[config.mk]
export PLATFORM = sky130hd
export DESIGN_NAME = uart_dist_rx
export DESIGN_NICKNAME = d
export VERILOG_FILES = /design/src/rtl/uart_dist_rx.sv
export SDC_FILE = /design/constraint.sdc
export NUM_CORES = 1
export LEC_CHECK = 0
export ABC_AREA = 0
export BUFFER_PORTS_ARGS = -buffer_cell sky130_fd_sc_hd__buf_2
export CAP_MARGIN = 20
export CORE_MARGIN = 10
export CORE_UTILIZATION = 52
export CTS_BUF_LIST = sky130_fd_sc_hd__clkbuf_8 sky130_fd_sc_hd__clkbuf_16
export DETAILED_ROUTE_END_ITERATION = 10
export PLACE_DENSITY = 0.72
export SLEW_MARGIN = 20
export SYNTH_ARGS = -nofsm -noshare
export SYNTH_HDL_FRONTEND = slang
export SYNTH_SLANG_ARGS = --single-unit
[constraint.sdc]
create_clock -name clk -period 2.42 [get_ports clk]
set_input_delay 0.484 -clock clk [delete_from_list [all_inputs] [get_ports clk]]
set_output_delay 0.484 -clock clk [all_outputs]
set_load 0.01 [all_outputs]
[src/rtl/uart_dist_rx.sv]
// Purpose : 8N1 UART receiver that pairs low/high bytes into 16-bit distance words.
// Latency : 2-cycle input sync; rx_byte_valid 1 cycle after the mid-stop sample, distance_valid 1 cycle later.
// Backpressure: none, the line cannot be stalled; outputs are single-cycle strobes that must be captured.
//
// Ports:
//   clk, rst_n      system clock, asynchronous active-low reset
//   uart_rx         serial input, idle high, asynchronous to clk
//   rx_byte/_valid  last correctly framed byte + one-cycle strobe
//   distance_data/_valid  reassembled word {high, low} + one-cycle strobe
//   frame_err       one-cycle strobe on a low stop bit
// Optional: define UART_DIST_RX_TIMEOUT_EN to drop a pending low byte after
//   TIMEOUT_BITS idle bit-times between the low and high byte of one word.
module uart_dist_rx #(
  parameter int CLK_FREQ     = 50000000,
  parameter int BAUD_RATE    = 115200,
  parameter int TIMEOUT_BITS = 20
) (
  input  logic        clk,
  input  logic        rst_n,
  input  logic        uart_rx,
  output logic [7:0]  rx_byte,
  output logic        rx_byte_valid,
  output logic [15:0] distance_data,
  output logic        distance_valid,
  output logic        frame_err
);

  localparam int BIT_DIV = CLK_FREQ / BAUD_RATE;
  localparam int TMR_W   = (BIT_DIV > 1) ? $clog2(BIT_DIV) : 1;
  localparam logic [TMR_W-1:0] BIT_LAST  = TMR_W'(BIT_DIV - 1);
  localparam logic [TMR_W-1:0] HALF_LAST = TMR_W'(BIT_DIV / 2 - 1);

  typedef enum logic [2:0] {IDLE, START, DATA, STOP, WAIT_HIGH} state_t;

  state_t           state_q, state_d;
  logic             rx_meta, rx_sync, rx_prev;
  logic [TMR_W-1:0] tmr_q;
  logic [2:0]       bit_cnt_q;
  logic [7:0]       shift_q;
  logic             byte_idx_q;
  logic [7:0]       low_q;
  logic             tmr_clr, bit_take, byte_ok, byte_bad;
  logic             to_expire;

  // rx_prev is the edge-detect history of the synchronised line, not a third sync stage.
  always_ff @(posedge clk or negedge rst_n) begin
    if (!rst_n) begin
      rx_meta <= 1'b1;
      rx_sync <= 1'b1;
      rx_prev <= 1'b1;
    end else begin
      rx_meta <= uart_rx;
      rx_sync <= rx_meta;
      rx_prev <= rx_sync;
    end
  end

  always_ff @(posedge clk or negedge rst_n) begin
    if (!rst_n) state_q <= IDLE;
    else        state_q <= state_d;
  end

  always_comb begin
    state_d  = state_q;
    tmr_clr  = 1'b0;
    bit_take = 1'b0;
    byte_ok  = 1'b0;
    byte_bad = 1'b0;
    case (state_q)
      IDLE: begin
        if (rx_prev && !rx_sync) begin
          state_d = START;
          tmr_clr = 1'b1;
        end
      end
      START: begin
        // Mid start bit: a line already back high was only a glitch.
        if (tmr_q == HALF_LAST) begin
          tmr_clr = 1'b1;
          state_d = rx_sync ? IDLE : DATA;
        end
      end
      DATA: begin
        if (tmr_q == BIT_LAST) begin
          tmr_clr  = 1'b1;
          bit_take = 1'b1;
          if (bit_cnt_q == 3'd7) state_d = STOP;
        end
      end
      STOP: begin
        if (tmr_q == BIT_LAST) begin
          tmr_clr = 1'b1;
          if (rx_sync) begin
            byte_ok = 1'b1;
            state_d = IDLE;
          end else begin
            byte_bad = 1'b1;
            state_d  = WAIT_HIGH;
          end
        end
      end
      WAIT_HIGH: begin
        // Hold off until the line recovers so a break yields a single frame_err.
        if (rx_sync) state_d = IDLE;
      end
      default: state_d = IDLE;
    endcase
  end

  // Bit timer is parked at zero whenever no bit is being timed, so it never wraps.
  always_ff @(posedge clk or negedge rst_n) begin
    if (!rst_n) begin
      tmr_q     <= '0;
      bit_cnt_q <= '0;
      shift_q   <= '0;
    end else begin
      if (tmr_clr || state_q == IDLE || state_q == WAIT_HIGH) tmr_q <= '0;
      else                                                    tmr_q <= tmr_q + 1'b1;
      if (state_q == START)  bit_cnt_q <= '0;
      else if (bit_take)     bit_cnt_q <= bit_cnt_q + 3'd1;
      if (bit_take)          shift_q   <= {rx_sync, shift_q[7:1]};
    end
  end

`ifdef UART_DIST_RX_TIMEOUT_EN
  localparam int TO_LIMIT = TIMEOUT_BITS * BIT_DIV;
  localparam int TO_W     = (TO_LIMIT > 1) ? $clog2(TO_LIMIT) : 1;
  logic [TO_W-1:0] to_cnt_q;

  // Only idle time with a low byte pending counts; a frame in progress pauses it.
  assign to_expire = byte_idx_q && (state_q == IDLE) && (to_cnt_q == TO_W'(TO_LIMIT - 1));

  always_ff @(posedge clk or negedge rst_n) begin
    if (!rst_n)                                to_cnt_q <= '0;
    else if (rx_byte_valid || to_expire)       to_cnt_q <= '0;
    else if (byte_idx_q && state_q == IDLE)    to_cnt_q <= to_cnt_q + 1'b1;
  end
`else
  // TIMEOUT_BITS has no effect in this build; the term folds to constant 0.
  assign to_expire = (TIMEOUT_BITS < 0);
`endif

  always_ff @(posedge clk or negedge rst_n) begin
    if (!rst_n) begin
      rx_byte        <= '0;
      rx_byte_valid  <= 1'b0;
      frame_err      <= 1'b0;
      distance_data  <= '0;
      distance_valid <= 1'b0;
      byte_idx_q     <= 1'b0;
      low_q          <= '0;
    end else begin
      rx_byte_valid  <= byte_ok;
      frame_err      <= byte_bad;
      distance_valid <= 1'b0;
      if (byte_ok) rx_byte <= shift_q;
      // Word assembly runs one cycle behind the byte strobe.
      if (byte_bad) begin
        byte_idx_q <= 1'b0;
      end else if (rx_byte_valid) begin
        if (!byte_idx_q) begin
          low_q      <= rx_byte;
          byte_idx_q <= 1'b1;
        end else begin
          distance_data  <= {rx_byte, low_q};
          distance_valid <= 1'b1;
          byte_idx_q     <= 1'b0;
        end
      end else if (to_expire) begin
        byte_idx_q <= 1'b0;
      end
    end
  end

endmodule

# [Word-level counts from Yosys, hierarchy flattened]
# Index checks and enable logic that the tools add are counted.
[totals] inputBits=3 regBits=62 elab_cells=71 out_inout_bits=27
[classes] n_bitwise=2 n_addsub=2 mux=29 n_reduce_logical=11 eq_ne=13
[op_table] cell="$mux 3" count=9
[op_table] cell="$mux 1" count=16
[op_table] cell="$pmux 3 s5" count=1
[op_table] cell="$ne 2x2->1 const B" count=6
[op_table] cell="$add 9x1->9 const B" count=1
[op_table] cell="$eq 9x8->1 const B" count=1
[op_table] cell="$eq 9x9->1 const B" count=1
[op_table] cell="$mux 9" count=1
[op_table] cell="$eq 3x2->1 const B" count=2
[op_table] cell="$eq 3x3->1 const B" count=2
[op_table] cell="$reduce_and 3->1" count=2
[op_table] cell="$reduce_and 6->1" count=1
[op_table] cell="$reduce_bool 2->1" count=2
[op_table] cell="$add 3x1->3 const B" count=1
[op_table] cell="$eq 3x1->1 const B" count=1
[op_table] cell="$logic_not 3->1" count=1
[op_table] cell="$pmux 1 s3" count=1
[op_table] cell="$logic_or 1x1->1" count=2
[op_table] cell="$mux 2" count=1
[op_table] cell="$not 1->1" count=2
[op_table] cell="$reduce_or 2->1" count=1
[op_table] cell="$logic_and 1x1->1" count=1
[op_table] cell="$logic_not 1->1" count=1

# [Logic depth before layout (Yosys ltp)]
# Gate-level depths: netlist (run 1).
[logic_depth] depth_word=7 mapped_depth=8 mapped_depth_nobuf=6

# [Least setup slack after synthesis (run 1)]
# No wires, ideal clock.
[synth_path] path_type="register to register" startpoint="reg tmr_q[0]" endpoint="reg low_q[0]" period_less_slack_ps=1923 required_time_ps=2295 setup_time_ps=125 setup_slack_ps=497 path_buffers=1 stages_incl_launch_ff=7 arrival_ps=1798 cell_sequence="dfrtp_1 > ha_1 > and4b_1 > and4_1 > buf_6 > nor3b_4 > mux2_2"
[synth_between] elab_chain_len=5
[synth_lines] element="start, declared" line="37" source="logic [TMR_W-1:0] tmr_q;"
[synth_lines] element="start signal, assigned" line="118" source="else tmr_q <= tmr_q + 1'b1;"
[synth_lines] element="$eq 9x9->1" line="91" source="if (tmr_q == BIT_LAST) begin"
[synth_lines] element="$mux 1" line="91"
[synth_lines] element="$mux 1" line="69" source="case (state_q)"
[synth_lines] element="named net byte_bad" line="42" source="logic tmr_clr, bit_take, byte_ok, byte_bad;"
[synth_lines] element="$not 1->1 (no line)"
[synth_lines] element="$reduce_and 3->1 (no line)"
[synth_lines] element="end signal, assigned" line="162" source="low_q <= rx_byte;"
[synth_lines] element="end, declared" line="41" source="logic [7:0] low_q;"
# The timed path passes the listed nets, and every way through them passes these cells.
# A chain may end at the register's enable or synchronous reset.

# [Worst setup path after layout (run 1)]
[layout_path] startpoint="reg state_q[0]" endpoint="reg distance_data[4]"
[layout_between] elab_chain_len=4
[layout_lines] element="start, declared" line="35" source="state_t state_q, state_d;"
[layout_lines] element="start signal, assigned" line="60" source="else state_q <= state_d;"
[layout_lines] element="$eq 3x2->1" line="69"
[layout_lines] element="$mux 1" line="69"
[layout_lines] element="$not 1->1 (no line)"
[layout_lines] element="$reduce_and 3->1 (no line)"
[layout_lines] element="end signal, assigned" line="165" source="distance_data <= {rx_byte, low_q};"
[layout_lines] element="end, declared" line="23" source="output logic [15:0] distance_data,"
# No other way between the ends.

==> metrics.md, run 1 <==
| Metric | Value |
|---|---|
| Initial antenna violation count | 0 |
| Clock Latency Late Sink | 0.33 ns |
| TritonRoute pass-1 iters | 4 |
| CTS Hold Bufs | 0 |
| Critical path capture point type | register |
| Max Slew Vio Count | 0 |
| Crit Reg-Reg Startpoint | state_q[0]$_DFFE_PN0P_ |
| Least-Margin Pin Slew | 0.475 ns |
| Outcome | finished, final reports clean |
| Die X | roughly 91 µm |
| Synthesized flop and latch total | between 60 and 70 |
| GRT Residual Overflow | 0 |
| Min cycle time layout | between 2 and 2.5 ns |
| Final Hold Fails | 0 |
| Number of antenna diodes | 0 |
| Syn_nets | 197 |
| Yosys warning total | 0 |
| Ys async rst share | 100% |
| Setup violators final | 0 |
| Clock-pin slew on the worst setup and hold paths | ~0.06 ns |
| Period utilization | 87.1% |
| Root Buffer | clkbuf_8 |
| Synth unique cells | 38 |
| Register-to-Register Path Depth | 4 |
| Worst Setup Start Kind | register |
| Fin cells | 298 |
| Clock skew | ~0.011 ns |
| Worst Setup SP | state_q[0]$_DFFE_PN0P_ |
| Layout Area Growth over Synthesis | 15.3% |
| Max Fanout on Critical Path | 17 |
| Ys flop type | dfrtp_1 |
| CTS sink count | 62 |
| Power Density | 718 mW/mm² |
| Headroom to the max-slew limit | 68.2% |
| Mean post-synth cell area | between 10 and 15 µm² |
| Post-CTS Setup Repair Bufs | 0 |
| Initial Util | 54.5% |
| P_leak | ~1.6 nW |
| Setup TNS | 0 ns |
| Vias in the first global route | 1653 |
| WL/cell | 14.9 µm |
| Utilization after layout | 62.9% |
| Placed inst area | 0.00284 mm² |
| Final weighted congestion of routability-driven global placement | 0.797 |
| CTS Buf Count | 9 |
| Post-synthesis sequential area ratio | 59.2% |
| H-tree depth | 3 |
| Largest net degree at the start of global routing | 32 |
| Mapped Area | 0.00263 mm² |
| Post_cts resized | 0 |
| Initial drt markers | 57 |
| Num ports | 30 |
| Worst EP required | 2.64 ns |
| Total track usage | 12.0% |
| Site Rows | 25 |
| First-pass GRT wire length | 8.13 mm |
| Overall power | 2.18 mW |
| Number of synthesized flops with an enable pin | 0 |
| CTS max path bufs | 2 |
| Final nets | 234 |
| DR vias/cell | ~5.2 |
| Unrepaired setup endpoints after global routing | no |
| TritonCTS clock tree | built |
| Post-Route WL | 4.44 mm |
| Synth Instances | 189 |
| Number of routed nets with antenna violations | 0 |
| Placed insts | 282 |
| Port Buffer Count | 29 |
| Core box area | about 0.0048 mm² |
| HP Class | primary input to asynchronous set/reset pin |
| Worst ir drop on vdd | around 0.42 mV |
| Total number of vias | 1553 |
| DRC viols | 0 |
| Layout cells sized above 1 | 39.8% |
| Max Clk Rate | between 400 and 500 MHz |
| Worst path arrival time | roughly 2.3 ns |
| DP HPWL | between 3 and 4 mm |
| Setup Crit Path Kind | register to register |
| Die area | 0.00830 mm² |
| Max_cap viols | 0 |
| Final non-filler cell area | 0.00303 mm² |
| DIE HEIGHT | 91.1 µm |
## registers in the layout, indices dropped and copies added, names as in the netlist
register        cells
rx_byte_valid       1
byte_idx_q          1
distance_data      16
rx_meta             1
distance_valid      1
shift_q             8
rx_prev             1
frame_err           1
state_q             3
low_q               8
bit_cnt_q           3
rx_byte             8
rx_sync             1
tmr_q               9
## cell usage after synthesis, types with 5 or more instances
cell	instances	area (µm²)
dfrtp_1	59	1480
mux2_2	31	349
nor2_1	15	56.3
mux2_4	9	135
inv_1	8	30.0
nand3_1	6	30.0
ha_1	5	62.6
nand2_1	5	18.8
xnor2_1	5	43.8
## worst paths after layout
kind | to | slack [ns]
min in group clk | rx_meta$_DFF_PN1_ | 0.26
setup / recovery | distance_data[4]$_DFFE_PN0P_ | 0.31
setup reg to reg | distance_data[4]$_DFFE_PN0P_ | 0.31
hold reg to reg | rx_sync$_DFF_PN1_ | 0.36
hold / removal | rx_sync$_DFF_PN1_ | 0.12
max in group asynchronous | rx_prev$_DFF_PN1_ | 1.90
## cell families after synthesis
| kind of cell | share of synthesized area [%] |
|---|---|
| AOI/OAI and AO/OA | 4.19 |
| adders and majority gates | 2.38 |
| and+or+nand+nor | 11.0 |
| buffers and inverters | 2.43 |
| DFF | 59.2 |
| xor gates and xnor gates | 2.33 |
| muxes | 18.4 |
## power by group
part | total [mW] | internal, mW | switching [mW]
registers | 1.15 | 1.08 | 0.0691
clock network | 0.859 | 0.492 | 0.367
logic | 0.164 | 0.0690 | 0.0949
total | 2.18 | 1.64 | 0.531
## worst max-delay path: stages, from the launching register on
cell and delay, ns:
dfrtp_1 0.54, nor2b_1 0.36, and4_1 0.37, nand3b_4 0.35, mux2_2 0.37
## final cells by class
| type | instances | area, µm² |
|---|---|---|
| fillers | 392 | 1790 |
| multi-input cells | 114 | 1010 |
| clock buffers | 10 | 138 |
| inverters | 8 | 30.0 |
| clock inverters | 6 | 55.1 |
| flip-flops and latches | 62 | 1560 |
| well taps | 67 | 83.8 |
| repair buffers | 31 | 160 |
## metal layers
metal  vias to the layer above  wire [µm]  track usage, %
met1                       771       2070            14.7
met3                         5        295            5.93
met5                         -          0               0
met2                        31       2030            18.0
li1                        746          -               -
met4                         0         49            4.31
## stage by stage
stage	setup slack, ns	hold slack [ns]
5_1_grt	0.167	0.0981
2_1_floorplan	0.497	0.188
6_report	0.312	0.116
3_3_place_gp	0.359	0.348
4_1_cts	0.316	0.106
3_5_place_dp	0.322	0.351
## cell usage in the layout, fill, tap and decap left out, types with 2 or more instances in the layout
cell type	netlist	routed
a21oi_1	2	2
a22o_1	2	2
a32o_1	2	2
and3_1	2	2
buf_2	0	29
buf_4	0	2
clkbuf_8	0	10
clkinv_2	0	2
dfrtp_1	59	59
dfstp_2	3	3
ha_1	5	5
inv_1	8	10
mux2_2	31	31
mux2_4	9	9
nand2_1	5	5
nand3_1	6	6
nand4bb_1	2	2
nor2_1	15	15
nor2b_1	3	3
nor3_1	2	2
nor4_1	2	2
o21ai_0	3	3
xnor2_1	5	5
xor2_1	2	2
No activity file was read; power rests on OpenSTA's default activity.
==> inputs of run 2 (changes only) <==
Clock period 2.42 ns to 2 ns, I/O delays scaled along.
==> metrics.md, run 2 (synthesis results as in run 1) <==
| Metric | Value |
|---|---|
| Max_cap viols | 0 |
| Power Density | 936 mW/mm² |
| Clock-pin slew on the worst setup and hold paths | 0.06 ns |
| Critical path capture point type | register |
| Unrepaired setup endpoints after global routing | yes |
| Worst path arrival time | 2.12 ns |
| Final weighted congestion of routability-driven global placement | 0.819 |
| Max Clk Rate | between 500 and 600 MHz |
| Root Buffer | clkbuf_8 |
| Commonest non-fill, non-tap cell in the layout | dfrtp_1 |
| Final nets | 249 |
| Core box area | 0.00482 mm² |
| Most frequent cells in the layout | dfrtp_1, mux2_2, buf_2, nor2_1, buf_4 |
| Combinational Power Share | a little over a tenth |
| Number of routed nets with antenna violations | 0 |
| Vias in the first global route | 1714 |
| Outcome | finished, final reports clean |
| CTS max path bufs | 2 |
| CTS Buf Count | 9 |
| TritonRoute pass-1 iters | 4 |
| Setup TNS | 0 ns |
| P_sw | around 0.66 mW |
| Max Fanout on Critical Path | 9 |
| Pint | ~2.4 mW |
| Period utilization | 94.9% |
| DR vias/cell | 5.23 |
| Largest registers | distance_data: 16 flops, tmr_q: 9 flops |
| H-tree depth | 3 |
| First-pass GRT wire length | 8.72 mm |
| Initial antenna violation count | 0 |
| Clock skew | 0.00736 ns |
| Die X | between 90 and 100 µm |
| Pre-CTS setup slack | -0.0373 ns |
| Worst EP required | 2.22 ns |
| Setup violators final | 0 |
| Clock share of power | a little under half |
| WHS | roughly 0.053 ns |
| HP Class | primary input to asynchronous set/reset pin |
| CTS Hold Bufs | 0 |
| WL/cell | 16.2 µm |
| DRC viols | 0 |
| Worst Setup Start Kind | register |
| Min cycle time layout | 1.90 ns |
| Register share of total power | a little over two fifths |
| TritonCTS clock tree | built |
| Initial Util | between 50% and 60% |
| Max FFs per register | 16 |
| Setup Crit Path Kind | register to register |
| Site Rows | 25 |
| Layout Area Growth over Synthesis | 24.0% |
| Post-CTS Setup Repair Bufs | 0 |
| Total number of vias | 1638 |
| Layout cells sized above 1 | 44.7% |
| Headroom to the max-slew limit | 62.6% |
| Setup WS post-layout | 0.102 ns |
| Most flop-heavy register | distance_data |
| Post-Route WL | 5.08 mm |
| Utilization after layout | between 60% and 70% |
| Crit-path cells | inv_1 > ha_1 > and4b_1 > and4_4 > nand3b_4 > mux2_2 |
| P_leak | 1.80 nW |
| Final Hold Fails | 0 |
| Least-Margin Pin Slew | 0.560 ns |
| Overall power | 3.05 mW |
| CTS sink count | 62 |
| Initial drt markers | 84 |
| Port Buffer Count | 29 |
| Clock Latency Late Sink | 0.34 ns |
| Num ports | 30 |
| Max incr delay on CP | 0.38 ns |
| Max Slew Vio Count | 0 |
| Slowest-stage cell, CP | dfrtp_1 |
| Total track usage | a little over an eighth |
| DIE HEIGHT | 91.1 µm |
| Number of antenna diodes | 0 |
| DP HPWL | around 3.6 mm |
| Worst ir drop on vdd | just over 0.7 mV |
| Die area | a little over 0.008 mm² |
| GRT Residual Overflow | 0 |
| Largest net degree at the start of global routing | around 40 |
| Net Sw Frac | 21.7% |
-- run 2: power by group through the flow --
| stage | Clock (mW) | Sequential (mW) | Combinational (mW) |
|---|---|---|---|
| after CTS | 1.41 | 1.34 | 0.337 |
| final | 1.38 | 1.34 | 0.333 |
| after global routing | 1.48 | 1.34 | 0.378 |
| after floorplan | 0 | 1.39 | 0.149 |
| after detailed placement | 0 | 1.36 | 0.332 |
| after global placement | 0 | 1.36 | 0.329 |
-- run 2: layer usage --
metal  up-vias  share of wire, %  GRT usage [%]
li1        778                 -              -
met4         0               1.2           4.31
met3         6               6.0           6.42
met1       819                42           14.5
met2        35                50           21.8
met5         -                 0              0
-- run 2: worst paths after layout --
path	startpoint	end	slack, ns	cells after the start
max	tmr_q[1]$_DFF_PN0_	distance_data[15]$_DFFE_PN0P_	0.10	6
min	rst_n	frame_err$_DFF_PN0_	0.05	1
max reg2reg	tmr_q[1]$_DFF_PN0_	distance_data[15]$_DFFE_PN0P_	0.10	6
min reg2reg	rx_meta$_DFF_PN1_	rx_sync$_DFF_PN1_	0.37	0
max in group asynchronous	rst_n	shift_q[4]$_DFFE_PN0P_	1.34	2
min in group clk	uart_rx	rx_meta$_DFF_PN1_	0.16	1
-- run 2: layout make-up --
| type | count | area, µm² |
|---|---|---|
| well taps | 67 | 83.8 |
| multi-input cells | 115 | 1040 |
| repair buffers | 45 | 290 |
| clock inverters | 4 | 93.8 |
| flip-flops and latches | 62 | 1560 |
| fillers | 345 | 1560 |
| inverters | 8 | 30.0 |
| clock buffers | 12 | 165 |
-- run 2: what timing repair did --
action                                  CTS  global route
gates cloned                              1             0
endpoints found under the setup margin    7            35
gates resized for setup                   1             4
hold endpoints to repair                  0             0
pin swaps                                 0             0
-- run 2: worst max-delay path: cells and delay by family, from the launching register on --
family / cells / cell delay (ns)
adder cells (fa/ha/maj): 1 / 0.15
buffers and inverters: 1 / 0.07
flip-flops: 1 / 0.38
multiplexers: 1 / 0.37
AND/OR/NAND/NOR: 3 / 0.81
-- run 2: through the flow --
stage | cells | area, µm²
after floorplan | 189 | 2630
after global placement | 296 | 2970
after detailed placement | 296 | 2970
after CTS | 313 | 3250
after global routing | 313 | 3260
final | 313 | 3260
==> inputs of run 3 (changes only) <==
Settings changed: PLACE_DENSITY 0.72 to 0.75.
==> metrics.md, run 3 (synthesis results as in run 1) <==
| Metric | Value |
|---|---|
| Outcome | finished, final reports clean |
| Layout cells sized above 1 | a little under half |
| Total track usage | 11.4% |
| Final nets | roughly 250 |
| Headroom to the max-slew limit | between 60% and 70% |
| Crit-path cells | inv_1 > ha_1 > and4b_1 > and4_4 > nand3b_4 > mux2_2 |
| Initial Util | between 50% and 60% |
| Die area | 0.00830 mm² |
| Max Fanout on Critical Path | 9 |
| Max incr delay on CP | 0.40 ns |
| Num ports | 30 |
| Clock Latency Late Sink | 0.32 ns |
| CTS Buf Count | 9 |
| Worst path arrival time | 2.09 ns |
| TritonRoute pass-1 iters | 4 |
| CTS sink count | 62 |
| Worst Setup Start Kind | register |
| Period utilization | between 90% and 100% |
| H-tree depth | 3 |
| Power Density | 853 mW/mm² |
| Post-Route WL | 4.71 mm |
| CTS max path bufs | 2 |
| Final non-filler cell area | 0.00319 mm² |
| Buffers & Inverters on Critical Path | 1 |
| DR vias/cell | 5.23 |
| HP Class | primary input to asynchronous set/reset pin |
| Utilization after layout | 66.2% |
| Least-Margin Pin Slew | 0.487 ns |
| Setup violators final | 0 |
| Number of antenna diodes | 0 |
| Final weighted congestion of routability-driven global placement | 0.786 |
| Slowest-stage cell, CP | dfrtp_1 |
| Total number of vias | 1636 |
| Overall power | 2.72 mW |
| Min cycle time layout | 1.88 ns |
| Unrepaired setup endpoints after global routing | no |
| Delay-heaviest family, CP | simple AND/OR/NAND/NOR gates |
| Initial antenna violation count | 0 |
| Setup WS post-layout | ~0.12 ns |
| DP HPWL | roughly 3.2 mm |
| Max Clk Rate | 532 MHz |
| Initial drt markers | 43 |
| Most frequent cells in the layout | dfrtp_1, mux2_2, buf_2, nor2_1, buf_4 |
| Worst ir drop on vdd | 0.540 mV |
| Vias in the first global route | 1712 |
| GRT Residual Overflow | 0 |
| Placed inst area | a little under 0.003 mm² |
| Commonest non-fill, non-tap cell in the layout | dfrtp_1 |
| Setup Crit Path Kind | register to register |
| Max_cap viols | 0 |
| Pre-CTS setup slack | -0.00197 ns |
| Clock skew | ~0.0068 ns |
| Clock-pin slew on the worst setup and hold paths | ~0.070 ns |
| Largest net degree at the start of global routing | 39 |
| Most flop-heavy register | distance_data |
| Root Buffer | clkbuf_8 |
| Site Rows | 25 |
| P_leak | 1.76 nW |
| Critical path capture point type | register |
| DRC viols | 0 |
| Core box area | a little under 0.005 mm² |
| Max FFs per register | 16 |
| First-pass GRT wire length | 7.96 mm |
| Worst EP required | 2.21 ns |
| WL/cell | ~15 µm |
| DIE HEIGHT | 91.1 µm |
| Largest registers | distance_data: 16 flops, tmr_q: 9 flops |
| Die X | a little over 90 µm |
| Fill count | 364 |
| Port Buffer Count | 29 |
| Final Hold Fails | 0 |
| Number of routed nets with antenna violations | 0 |
| Max Slew Vio Count | 0 |
| TritonCTS clock tree | built |
| Layout Area Growth over Synthesis | 21.3% |
-- run 3: worst register-to-register path, cell delays in order, from the launching register on --
cell and delay, ns:
dfrtp_1 0.40, inv_1 0.09, ha_1 0.15, and4b_1 0.23, and4_4 0.28, nand3b_4 0.26, mux2_2 0.36
-- run 3: area by class of cell --
class | instances | area, µm² | area share, %
multi-input combinational | 115 | 1040 | 32.7
sequential | 62 | 1560 | 48.8
timing repair buffer | 45 | 278 | 8.71
inverter | 8 | 30.0 | 0.942
clock buffer | 10 | 138 | 4.32
clock inverter | 6 | 61.3 | 1.92
tap | 67 | 83.8 | 2.63
-- run 3: stage by stage --
| step | hold slack [ns] | setup TNS [ns] | cells |
|---|---|---|---|
| floorplan | 0.104 | 0 | 189 |
| global placement | 0.346 | 0 | 296 |
| detailed placement | 0.347 | -0.00197 | 296 |
| CTS | 0.0482 | 0 | 312 |
| global route | 0.0672 | 0 | 313 |
| finish | 0.0530 | 0 | 313 |
-- run 3: path summary, 6_finish.rpt --
check	cells after the start	end	slack [ns]	startpoint
worst max-delay path	6	distance_data[15]$_DFFE_PN0P_	0.12	tmr_q[1]$_DFF_PN0_
worst min-delay path	2	low_q[0]$_DFFE_PN0P_	0.05	rst_n
worst max register to register	6	distance_data[15]$_DFFE_PN0P_	0.12	tmr_q[1]$_DFF_PN0_
worst min register to register	0	rx_sync$_DFF_PN1_	0.36	rx_meta$_DFF_PN1_
max in group asynchronous	2	rx_meta$_DFF_PN1_	1.53	rst_n
min in group clk	1	rx_meta$_DFF_PN1_	0.17	uart_rx
-- run 3: what timing repair did --
item,CTS,global route
cloned,0,1
endpoints found under the setup margin,1,29
hold buffers,0,0
gates resized for setup,1,5
setup buffers,0,0
-- run 3: layer usage --
metal / vias to the layer above / wire (µm) / global-route usage [%]
met5: - / 0 / 0
met1: 824 / 2030 / 13.0
met3: 5 / 269 / 3.95
met4: 0 / 30 / 5.09
met2: 26 / 2380 / 19.0
li1: 781 / - / -
-- run 3: report_power, final --
| group | total, mW | switching, mW | internal (mW) |
|---|---|---|---|
| registers | 1.35 | 0.0363 | 1.31 |
| clock network | 1.08 | 0.475 | 0.604 |
| logic | 0.293 | 0.166 | 0.127 |
| total | 2.72 | 0.677 | 2.04 |
